==> src/rtl/iobuf_ctrl_pkg.sv <==
// Shared types and defaults for the iobuf_ctrl half-duplex pad sequencer.
package iobuf_ctrl_pkg;

    typedef enum logic [1:0] {
        ST_IDLE = 2'd0,
        ST_TX   = 2'd1,
        ST_RX   = 2'd2,
        ST_TURN = 2'd3
    } state_e;

    localparam int DEF_DATA_W      = 8;
    localparam int DEF_BIT_CYCLES  = 4;
    localparam int DEF_TURN_CYCLES = 2;

    // Counter width for a count of n, never narrower than one bit.
    function automatic int cnt_w(input int n);
        return (n > 1) ? $clog2(n) : 1;
    endfunction

endpackage

==> src/rtl/iobuf_ctrl_timer.sv <==
// Bit timing for serial transfers: down-counts clocks within a bit and bits within a frame.
module iobuf_ctrl_timer
    import iobuf_ctrl_pkg::*;
#(
    parameter int BIT_CYCLES = DEF_BIT_CYCLES,
    parameter int NBITS      = DEF_DATA_W
) (
    input  logic clk,
    input  logic rst,
    input  logic start_i,
    input  logic run_i,
    output logic bit_strobe_o,
    output logic sample_strobe_o,
    output logic last_bit_o
);

    localparam int CW = cnt_w(BIT_CYCLES);
    localparam int IW = cnt_w(NBITS);
    localparam logic [CW-1:0] CYC_LOAD   = CW'(BIT_CYCLES - 1);
    // cyc_q counts down, so offset BIT_CYCLES/2 into a bit is this terminal value
    localparam logic [CW-1:0] CYC_SAMPLE = CW'(BIT_CYCLES - 1 - BIT_CYCLES / 2);
    localparam logic [IW-1:0] IDX_LOAD   = IW'(NBITS - 1);

    logic [CW-1:0] cyc_q;
    logic [IW-1:0] idx_q;

    always_ff @(posedge clk or posedge rst) begin
        if (rst) begin
            cyc_q <= '0;
            idx_q <= '0;
        end else if (start_i) begin
            cyc_q <= CYC_LOAD;
            idx_q <= IDX_LOAD;
        end else if (run_i) begin
            if (cyc_q == '0) begin
                cyc_q <= CYC_LOAD;
                if (idx_q != '0) idx_q <= idx_q - IW'(1);
            end else begin
                cyc_q <= cyc_q - CW'(1);
            end
        end
    end

    assign bit_strobe_o    = run_i && (cyc_q == '0);
    assign sample_strobe_o = run_i && (cyc_q == CYC_SAMPLE);
    assign last_bit_o      = (idx_q == '0);

endmodule

==> src/rtl/iobuf_ctrl.sv <==
// Half-duplex sequencer for one bidirectional pad with round-robin TX/RX arbitration.
// Define IOBUF_CTRL_PARITY_EN to append/check an even-parity bit on every transfer.
//   state | meaning
//   IDLE  | arbitrate tx_valid vs rx_req, pad released
//   TX    | drive frame MSB first, pad_oe=1
//   RX    | sample frame from pad_i, pad_oe=0
//   TURN  | oe-low gap before the pad can be reused
module iobuf_ctrl
    import iobuf_ctrl_pkg::*;
#(
    parameter int DATA_W      = DEF_DATA_W,
    parameter int BIT_CYCLES  = DEF_BIT_CYCLES,
    parameter int TURN_CYCLES = DEF_TURN_CYCLES
) (
    input  logic              clk,
    input  logic              rst,
    input  logic [DATA_W-1:0] tx_data,
    input  logic              tx_valid,
    output logic              tx_ready,
    input  logic              rx_req,
    output logic [DATA_W-1:0] rx_data,
    output logic              rx_valid,
    output logic              rx_perr,
    output logic              pad_o,
    output logic              pad_oe,
    input  logic              pad_i,
    output logic              busy
);

`ifdef IOBUF_CTRL_PARITY_EN
    localparam int NB = DATA_W + 1;
`else
    localparam int NB = DATA_W;
`endif
    localparam int TW = cnt_w(TURN_CYCLES);
    localparam logic [TW-1:0] TURN_LOAD = TW'(TURN_CYCLES - 1);

    state_e            state_q;
    logic              prio_tx_q;
    logic [NB-1:0]     sh_q;
    logic [TW-1:0]     turn_q;
    logic              pad_o_q;
    logic              pad_oe_q;
    logic              rx_valid_q;
    logic [DATA_W-1:0] rx_data_q;

    logic          tx_grant;
    logic          rx_grant;
    logic          bit_strobe;
    logic          sample_strobe;
    logic          last_bit;
    logic [NB-1:0] tx_frame;
    logic [NB-1:0] rx_shift;
    logic [NB-1:0] rx_frame;

`ifdef IOBUF_CTRL_PARITY_EN
    logic rx_perr_q;
    assign tx_frame = {tx_data, ^tx_data};
    assign rx_perr  = rx_perr_q;
`else
    assign tx_frame = tx_data;
    assign rx_perr  = 1'b0;
`endif

    always_comb begin
        tx_grant = (state_q == ST_IDLE) && tx_valid && (!rx_req || prio_tx_q);
        rx_grant = (state_q == ST_IDLE) && rx_req && (!tx_valid || !prio_tx_q);
        rx_shift = (sh_q << 1) | NB'(pad_i);
        // with BIT_CYCLES==2 the last sample lands on the final cycle, so bypass it
        rx_frame = sample_strobe ? rx_shift : sh_q;
    end

    iobuf_ctrl_timer #(
        .BIT_CYCLES(BIT_CYCLES),
        .NBITS     (NB)
    ) u_timer (
        .clk            (clk),
        .rst            (rst),
        .start_i        (tx_grant || rx_grant),
        .run_i          ((state_q == ST_TX) || (state_q == ST_RX)),
        .bit_strobe_o   (bit_strobe),
        .sample_strobe_o(sample_strobe),
        .last_bit_o     (last_bit)
    );

    always_ff @(posedge clk or posedge rst) begin
        if (rst) begin
            state_q    <= ST_IDLE;
            prio_tx_q  <= 1'b1;
            sh_q       <= '0;
            turn_q     <= '0;
            pad_o_q    <= 1'b0;
            pad_oe_q   <= 1'b0;
            rx_valid_q <= 1'b0;
            rx_data_q  <= '0;
`ifdef IOBUF_CTRL_PARITY_EN
            rx_perr_q  <= 1'b0;
`endif
        end else begin
            rx_valid_q <= 1'b0;
            case (state_q)
                ST_IDLE: begin
                    if (tx_grant) begin
                        state_q   <= ST_TX;
                        prio_tx_q <= 1'b0;
                        pad_oe_q  <= 1'b1;
                        pad_o_q   <= tx_frame[NB-1];
                        sh_q      <= tx_frame << 1;
                    end else if (rx_grant) begin
                        state_q   <= ST_RX;
                        prio_tx_q <= 1'b1;
                        sh_q      <= '0;
                    end
                end
                ST_TX: begin
                    if (bit_strobe) begin
                        if (last_bit) begin
                            state_q  <= ST_TURN;
                            turn_q   <= TURN_LOAD;
                            pad_oe_q <= 1'b0;
                            pad_o_q  <= 1'b0;
                        end else begin
                            pad_o_q <= sh_q[NB-1];
                            sh_q    <= sh_q << 1;
                        end
                    end
                end
                ST_RX: begin
                    if (sample_strobe) sh_q <= rx_shift;
                    if (bit_strobe && last_bit) begin
                        state_q    <= ST_TURN;
                        turn_q     <= TURN_LOAD;
                        rx_valid_q <= 1'b1;
`ifdef IOBUF_CTRL_PARITY_EN
                        rx_data_q  <= rx_frame[NB-1:1];
                        rx_perr_q  <= ^rx_frame;
`else
                        rx_data_q  <= rx_frame;
`endif
                    end
                end
                ST_TURN: begin
                    if (turn_q == '0) state_q <= ST_IDLE;
                    else              turn_q  <= turn_q - TW'(1);
                end
                default: state_q <= ST_IDLE;
            endcase
        end
    end

    assign tx_ready = (state_q == ST_IDLE) && (!rx_req || prio_tx_q);
    assign busy     = (state_q != ST_IDLE);
    assign pad_o    = pad_o_q;
    assign pad_oe   = pad_oe_q;
    assign rx_valid = rx_valid_q;
    assign rx_data  = rx_data_q;

endmodule
==> config.mk <==
export PLATFORM = sky130hd
export DESIGN_NAME = iobuf_ctrl
export DESIGN_NICKNAME = d
export VERILOG_FILES = /design/src/rtl/iobuf_ctrl_pkg.sv /design/src/rtl/iobuf_ctrl_timer.sv /design/src/rtl/iobuf_ctrl.sv
export SDC_FILE = /design/constraint.sdc
export NUM_CORES = 1
export LEC_CHECK = 0
export BUFFER_PORTS_ARGS = -buffer_cell sky130_fd_sc_hd__clkbuf_2
export CORE_ASPECT_RATIO = 0.6
export CORE_MARGIN = 2
export CORE_UTILIZATION = 60
export DETAILED_ROUTE_END_ITERATION = 6
export GPL_ROUTABILITY_DRIVEN = 0
export MAX_ROUTING_LAYER = met4
export PLACE_DENSITY_LB_ADDON = 0.3
export SKIP_LAST_GASP = 1
export SYNTH_ARGS = -nofsm -noshare
export SYNTH_HDL_FRONTEND = slang
export SYNTH_SLANG_ARGS = --single-unit
==> constraint.sdc <==
create_clock -name clk -period 3.8 [get_ports clk]
set_clock_uncertainty 0.05 [all_clocks]
set_input_delay 0.38 -clock clk [delete_from_list [all_inputs] [get_ports clk]]
set_output_delay 0.38 -clock clk [all_outputs]
set_load 0.02 [all_outputs]
## Yosys cells after proc, flatten, opt, wreduce, memory -nomap -nowiden

Index checks and enable logic that the tools add are counted.

- $add $sub $neg: 3
- $mul: 0
- Div/mod/pow operators: 0
- Magnitude comparators: 0
- Equal/unequal tests: 11
- Shifts and indexed selects: 0
- Multiplexer cells: 37
- Bitwise gates (word level): 1
- Reduce and logical (&&, ||, !) cells: 35

Operators by type and width:

| kind | count |
|---|---|
| two-way mux 8 bit | 5 |
| one-hot mux 8 bit (3 select lines) | 1 |
| two-way mux 2 bit | 9 |
| two-way mux 1 bit | 14 |
| two-way mux 3 bit | 4 |
| AND reduction 4 bit | 3 |
| nonzero test 2 bit | 6 |
| != test 2 bit (second input constant) | 5 |
| nonzero test 3 bit | 3 |
| logical AND 1 bit | 8 |
| bitwise OR 8 x 1 -> 8 bit | 1 |
| one-hot mux 2 bit (4 select lines) | 1 |
| AND reduction 3 bit | 2 |
| AND reduction 5 bit | 1 |
| == test 2 x 1 -> 1 bit (second input constant) | 2 |
| == test 2 bit (second input constant) | 2 |
| logical NOT 2 bit | 2 |
| logical OR 1 bit | 4 |
| one-hot mux 1 bit (2 select lines) | 2 |
| AND reduction 2 bit | 2 |
| logical NOT 1 bit | 3 |
| logical NOT 3 bit | 1 |
| != test 3 bit (second input constant) | 1 |
| one-hot mux 1 bit (3 select lines) | 1 |
| other kinds (4) | 4 |

- Register bits: 28
- Latch bits: 0
- Bits in writable memories: 0
- ROM bits: 0
- Memories kept: 0

## Logic depth before layout (Yosys ltp)

- Depth after elaboration: 6
- Gate-level depth with buffers: 9

## Cells and area by module

A second synthesis with hierarchy kept.

- Cell total of the unflattened synthesis: 174
- Area total of the unflattened synthesis: 1637.8 µm²

Modules (own cells, without submodules):

| module | instances | cells an instance | area each (µm²) | sequential area each (µm²) |
|---|---|---|---|---|
| iobuf_ctrl | 1 | 139 | 1323.8 | 576.8 |
| iobuf_ctrl_timer | 1 | 35 | 314.1 | 125.1 |

## Worst setup path before layout

Ideal clock, no wire load.

- Kind: reg-to-reg
- Start: register state_q[0]
- End: register state_q[0]
- Library setup time: 0.127 ns
- Arrival time: 1.796 ns
- Required time: 3.623 ns
- Slack: 1.827 ns
- Stages on the path, launching flop included: 8
- Path buffers: 1
- Path through: dfrtp_1 > inv_1 > ha_1 > buf_4 > and2_4 > nand2_1 > a2111o_1 > mux2_1

- Word-level cells in the longest chain between the ends: 6

RTL lines:

| item | line | source |
|---|---|---|
| from (decl) | iobuf_ctrl.sv:38 | `state_e state_q;` |
| from (signal assigned) | iobuf_ctrl.sv:88 | `state_q <= ST_IDLE;` |
| from (signal assigned) | iobuf_ctrl.sv:104 | `state_q <= ST_TX;` |
| from (signal assigned) | iobuf_ctrl.sv:110 | `state_q <= ST_RX;` |
| == test 2 x 1 -> 1 bit / == test 2 bit (equally long branches) | iobuf_ctrl.sv:80, iobuf_ctrl.sv:101 |  |
| logical OR 1 bit | iobuf_ctrl.sv:80 | `.run_i ((state_q == ST_TX) \|\| (state_q == ST_RX)),` |
| logical AND 1 bit | iobuf_ctrl_timer.sv:44 | `assign bit_strobe_o = run_i && (cyc_q == '0);` |
| logical AND 1 bit | iobuf_ctrl.sv:130 | `if (bit_strobe && last_bit) begin` |
| != test 2 x 1 -> 1 bit (no source line) | n/a |  |
| AND reduction 5 bit (no source line) | n/a |  |

Parallel ways exist; a longest one is shown, timed or not.
A chain may end at the register's enable or synchronous reset.

## Final worst setup path

- Start: register state_q[0]
- End: register sh_q[0]

- Word-level cells in the longest chain between the ends: 5

RTL lines:

| item | line | source |
|---|---|---|
| == test 2 x 1 -> 1 bit, or another cell as far along | iobuf_ctrl.sv:80, iobuf_ctrl.sv:101 |  |
| logical OR 1 bit, or another cell as far along | iobuf_ctrl.sv:80 |  |
| logical AND 1 bit, on equally long branches | n/a |  |
| two-way mux 8 bit, or another cell as far along | n/a |  |
| one-hot mux 8 bit (3 select lines) / AND reduction 4 bit (equally long branches) | n/a |  |
| to (signal assigned) | iobuf_ctrl.sv:108 | `sh_q <= tx_frame << 1;` |
| to (signal assigned) | iobuf_ctrl.sv:124 | `sh_q <= sh_q << 1;` |
| to (signal assigned) | iobuf_ctrl.sv:129 | `if (sample_strobe) sh_q <= rx_shift;` |
| to (decl) | iobuf_ctrl.sv:40 | `logic [NB-1:0] sh_q;` |

Parallel ways exist; a longest one is shown, timed or not.

==> flow_summary_export.csv <==
group,metric,value,unit
outcome,status,"completed",
routing,detailedRoute.firstIterationViolations,149,
synth,syn_avg_cell_area,9.679,sq um
floorplanning,num_rows,14,
critical_path,cp_num_cells,6,
synth,syn_nets,196,
power,leakagePower,0.9480,nW
floorplanning,io_pins,27,
routing,routedWlPerCell,16.52,um
placement,place_area,1785,sq um
global_route,grt_pass1_vias,1284,
synth,synthFlopType,"dfrtp_1",
timing,fin_ws,1.074,ns
layout,syn_to_final_growth,10.25,%
placement,dpl.cell_count,221,
worst_hold_path,holdCritPathClass,"in2async",
synth,synth_xor_area_share,0.5201,%
layout,final_cell_area,1857,sq um
synth,synth-seq-cells,28,
placement,hpwl,2769,um
critical_path,rr_worst_depth,6,
clocking,htree_levels,1,
critical_path,cp-end-kind,"flip-flop",
synth,yosysTopAreaCellShare,40.12,%
placement,io_buffers,25,
clocking,cts_setup_buffers,0,
floorplanning,dieWidth,72.40,um
synth,synth_edf_count,0,
synth,synth_area_leader_cell,"dfrtp_1",
critical_path,crit_chain,"inv_1, ha_1, a21boi_1, a2111oi_4, nand2_1, a22o_1",
clocking,clk_path_buf_depth,2,
floorplanning,initial_core_util,64.96,%
critical_path,critPathLaunchType,"flip-flop",
timing,grt_setup_unrepaired,"false",
timing,slew_headroom,29.07,%
global_route,grt_overflow,0,
routing,dr.pass1.iters,4,
floorplanning,die_area,3261,sq um
layout,drive_above_1_share,22.28,%
clocking,clk_latency,0.28,ns
clocking,cts_tree,"yes",
power,ir_drop,0.5008,mV
layout,finalNonFillerCells,225,
critical_path,cp_top_family,"compound AO/OA/AOI/OAI gates",
synth,synth_top_family_by_area,"compound AO/OA/AOI/OAI gates",
timing,fin_crit_sh,71.74,%
global_route,grt_pass1_wl,6147,um
timing,setup_viol_count_final,0,
floorplanning,coreArea,2592,sq um
critical_path,cp-startpoint,"state_q[0]$_DFFE_PP0P_",
placement,place_ws,1.153,ns
critical_path,arrival,2.85,ns
routing,drc,0,
global_route,grtUsageTotal,26.11,%
synth,syn-instance-count,174,
timing,finalHoldViolCount,0,
routing,drt-total-wl,3718,um
floorplanning,die_height,45.04,um
synth,yosysWarnings,0,
timing,worst_pin_slew,1.063,ns
job,drv_cap,0,
clocking,cts_resized,0,
clocking,cts_inserted_buffers,3,
global_route,antenna_found_initial,0,
critical_path,cp_slowest_stage_delay,0.87,ns
routing,postRouteAntennaNets,0,
synth,synth_compound_area_share,22.51,%
timing,finalCriticalPeriod,2.726,ns
critical_path,reg2reg_from,"state_q[0]$_DFFE_PP0P_",
layout,n_antenna_cell,0,
synth,syn_area,1684,sq um
clocking,cts-root-buf,"clkbuf_8",
timing,slew_violations,0,
global_route,grt_max_degree,29,
critical_path,cp_num_buf_inv,1,
clocking,cts_sinks,28,
clocking,hold_buffers,0,
synth,muxShareOfSynthArea,8.692,%
critical_path,slowest_stage,"a2111oi_4",
synth,synth.area.top_cells,"dfrtp_1, ha_1, a21oi_1, mux2i_1, a22o_1",
synth,synth-simple-area-share,13.22,%
synth,synth_cell_types,39,
critical_path,path_max_fanout,16,
synth,async_flop_share,100.0,%
critical_path,required,3.92,ns
synth,synth_adder_area_share,6.686,%
timing,holdWs,0.2708,ns
routing,routed_via_density,6.071,
routing,dr_total_vias,1366,
power,cellPowerDensity,827.6,nW/um^2
synth,synthTopCellsByCount,"dfrtp_1, nor2_1, a21oi_1",
layout,nNetsFinal,216,
timing,finalSetupTns,0,ns
timing,fmax,366.8,MHz
synth,synth_most_common_cell,"dfrtp_1",
synth,seq_area_frac_synth,41.68,%
critical_path,critPathKind,"reg2reg",
clocking,path_clk_slew,0.10,ns
layout,fillers,200,
-- report_power, final --
| part | internal (W) | switching, W |
|---|---|---|
| Clock | 0.000141 | 0.0000968 |
| Sequential | 0.000390 | 0.0000921 |
| Combinational | 0.000335 | 0.000481 |
| Total | 0.000867 | 0.000670 |
-- cells by family (layout without fill, tap and decap cells) --
kind of cell | after synthesis | in the layout
AOI/OAI and AO/OA | 53 | 53
other | 1 | 1
buffers and inverters | 22 | 41
and+or+nand+nor | 46 | 46
DFF | 28 | 28
adders and majority gates | 9 | 9
muxes | 14 | 14
xor gates and xnor gates | 1 | 1
-- through the flow --
step	utilization (%)	power, W
after floorplan	-	0.001134
after global placement	68.87	0.001225
after detailed placement	68.87	0.001288
after CTS	71.62	0.001527
after global routing	71.62	0.001644
final	71.62	0.001537
-- metal layers --
metal / wire [um] / GRT usage (%)
met2: 1718 / 40.00
met5: 0 / -
met1: 1702 / 35.33
met3: 254 / 6.696
met4: 42 / 6.296
-- layout by cell type (no fill, tap or decap) --
| master | count |
|---|---|
| dfstp_2 | 1 |
| a22o_1 | 9 |
| and2_4 | 1 |
| o211ai_1 | 1 |
| nor3_1 | 2 |
| a21oi_1 | 18 |
| a21o_2 | 1 |
| o31ai_1 | 1 |
| nand2_1 | 14 |
| inv_1 | 12 |
| mux2_2 | 3 |
| a21boi_1 | 1 |
| clkbuf_2 | 25 |
| ha_1 | 9 |
| o22ai_1 | 3 |
| nor2b_4 | 1 |
| dfrtp_1 | 27 |
| and3_1 | 1 |
| or3_1 | 1 |
| nand2b_1 | 1 |
| nor3b_4 | 1 |
| a2111oi_4 | 1 |
| nor2b_1 | 2 |
| a21o_1 | 1 |
| xnor2_1 | 1 |
| or2_2 | 2 |
| mux2i_1 | 9 |
| a31oi_1 | 1 |
| a21oi_2 | 3 |
| nor2_1 | 20 |
| conb_1 | 1 |
| o21ai_0 | 4 |
| mux2_1 | 2 |
| a2111o_1 | 1 |
| clkbuf_8 | 3 |
| o2bb2ai_1 | 1 |
| a22oi_1 | 7 |
| bufinv_16 | 1 |
-- registers in the layout, summed over array words and instances, names as in the netlist --
| register | cells |
|---|---|
| rx_data | 8 |
| sh_q | 8 |
| u_timer.idx_q | 3 |
| state_q | 2 |
| u_timer.cyc_q | 2 |
| pad_o | 1 |
| pad_oe | 1 |
| prio_tx_q | 1 |
| rx_valid | 1 |
| turn_q | 1 |
-- path summary, 6_finish.rpt --
kind	endpoint	slack, ns
min	pad_o$_DFFE_PP0P_	0.27
max reg2reg	sh_q[0]$_DFFE_PP0P_	1.07
min reg2reg	turn_q$_DFFE_PP0P_	0.48
min in group clk	prio_tx_q$_DFFE_PP1P_	0.30
max	sh_q[0]$_DFFE_PP0P_	1.07
max in group asynchronous	sh_q[2]$_DFFE_PP0P_	2.77
-- worst reg2reg max path: stages, from the launching register on --
cell       delay [ns]
dfrtp_1          0.44
inv_1            0.10
ha_1             0.61
a21boi_1         0.23
a2111oi_4        0.87
nand2_1          0.11
a22o_1           0.22
-- cell type report --
| cell class | instances | area [sq um] | share of cell area (%) |
|---|---|---|---|
| tap | 32 | 40.04 | 2.156 |
| clock buffer | 3 | 41.29 | 2.224 |
| clock inverter | 1 | 30.03 | 1.617 |
| timing repair buffer | 25 | 125.1 | 6.739 |
| sequential | 28 | 701.9 | 37.80 |
| multi-input combinational | 124 | 873.3 | 47.04 |
| inverter | 12 | 45.04 | 2.426 |
Power figures use the tool's default switching activity.
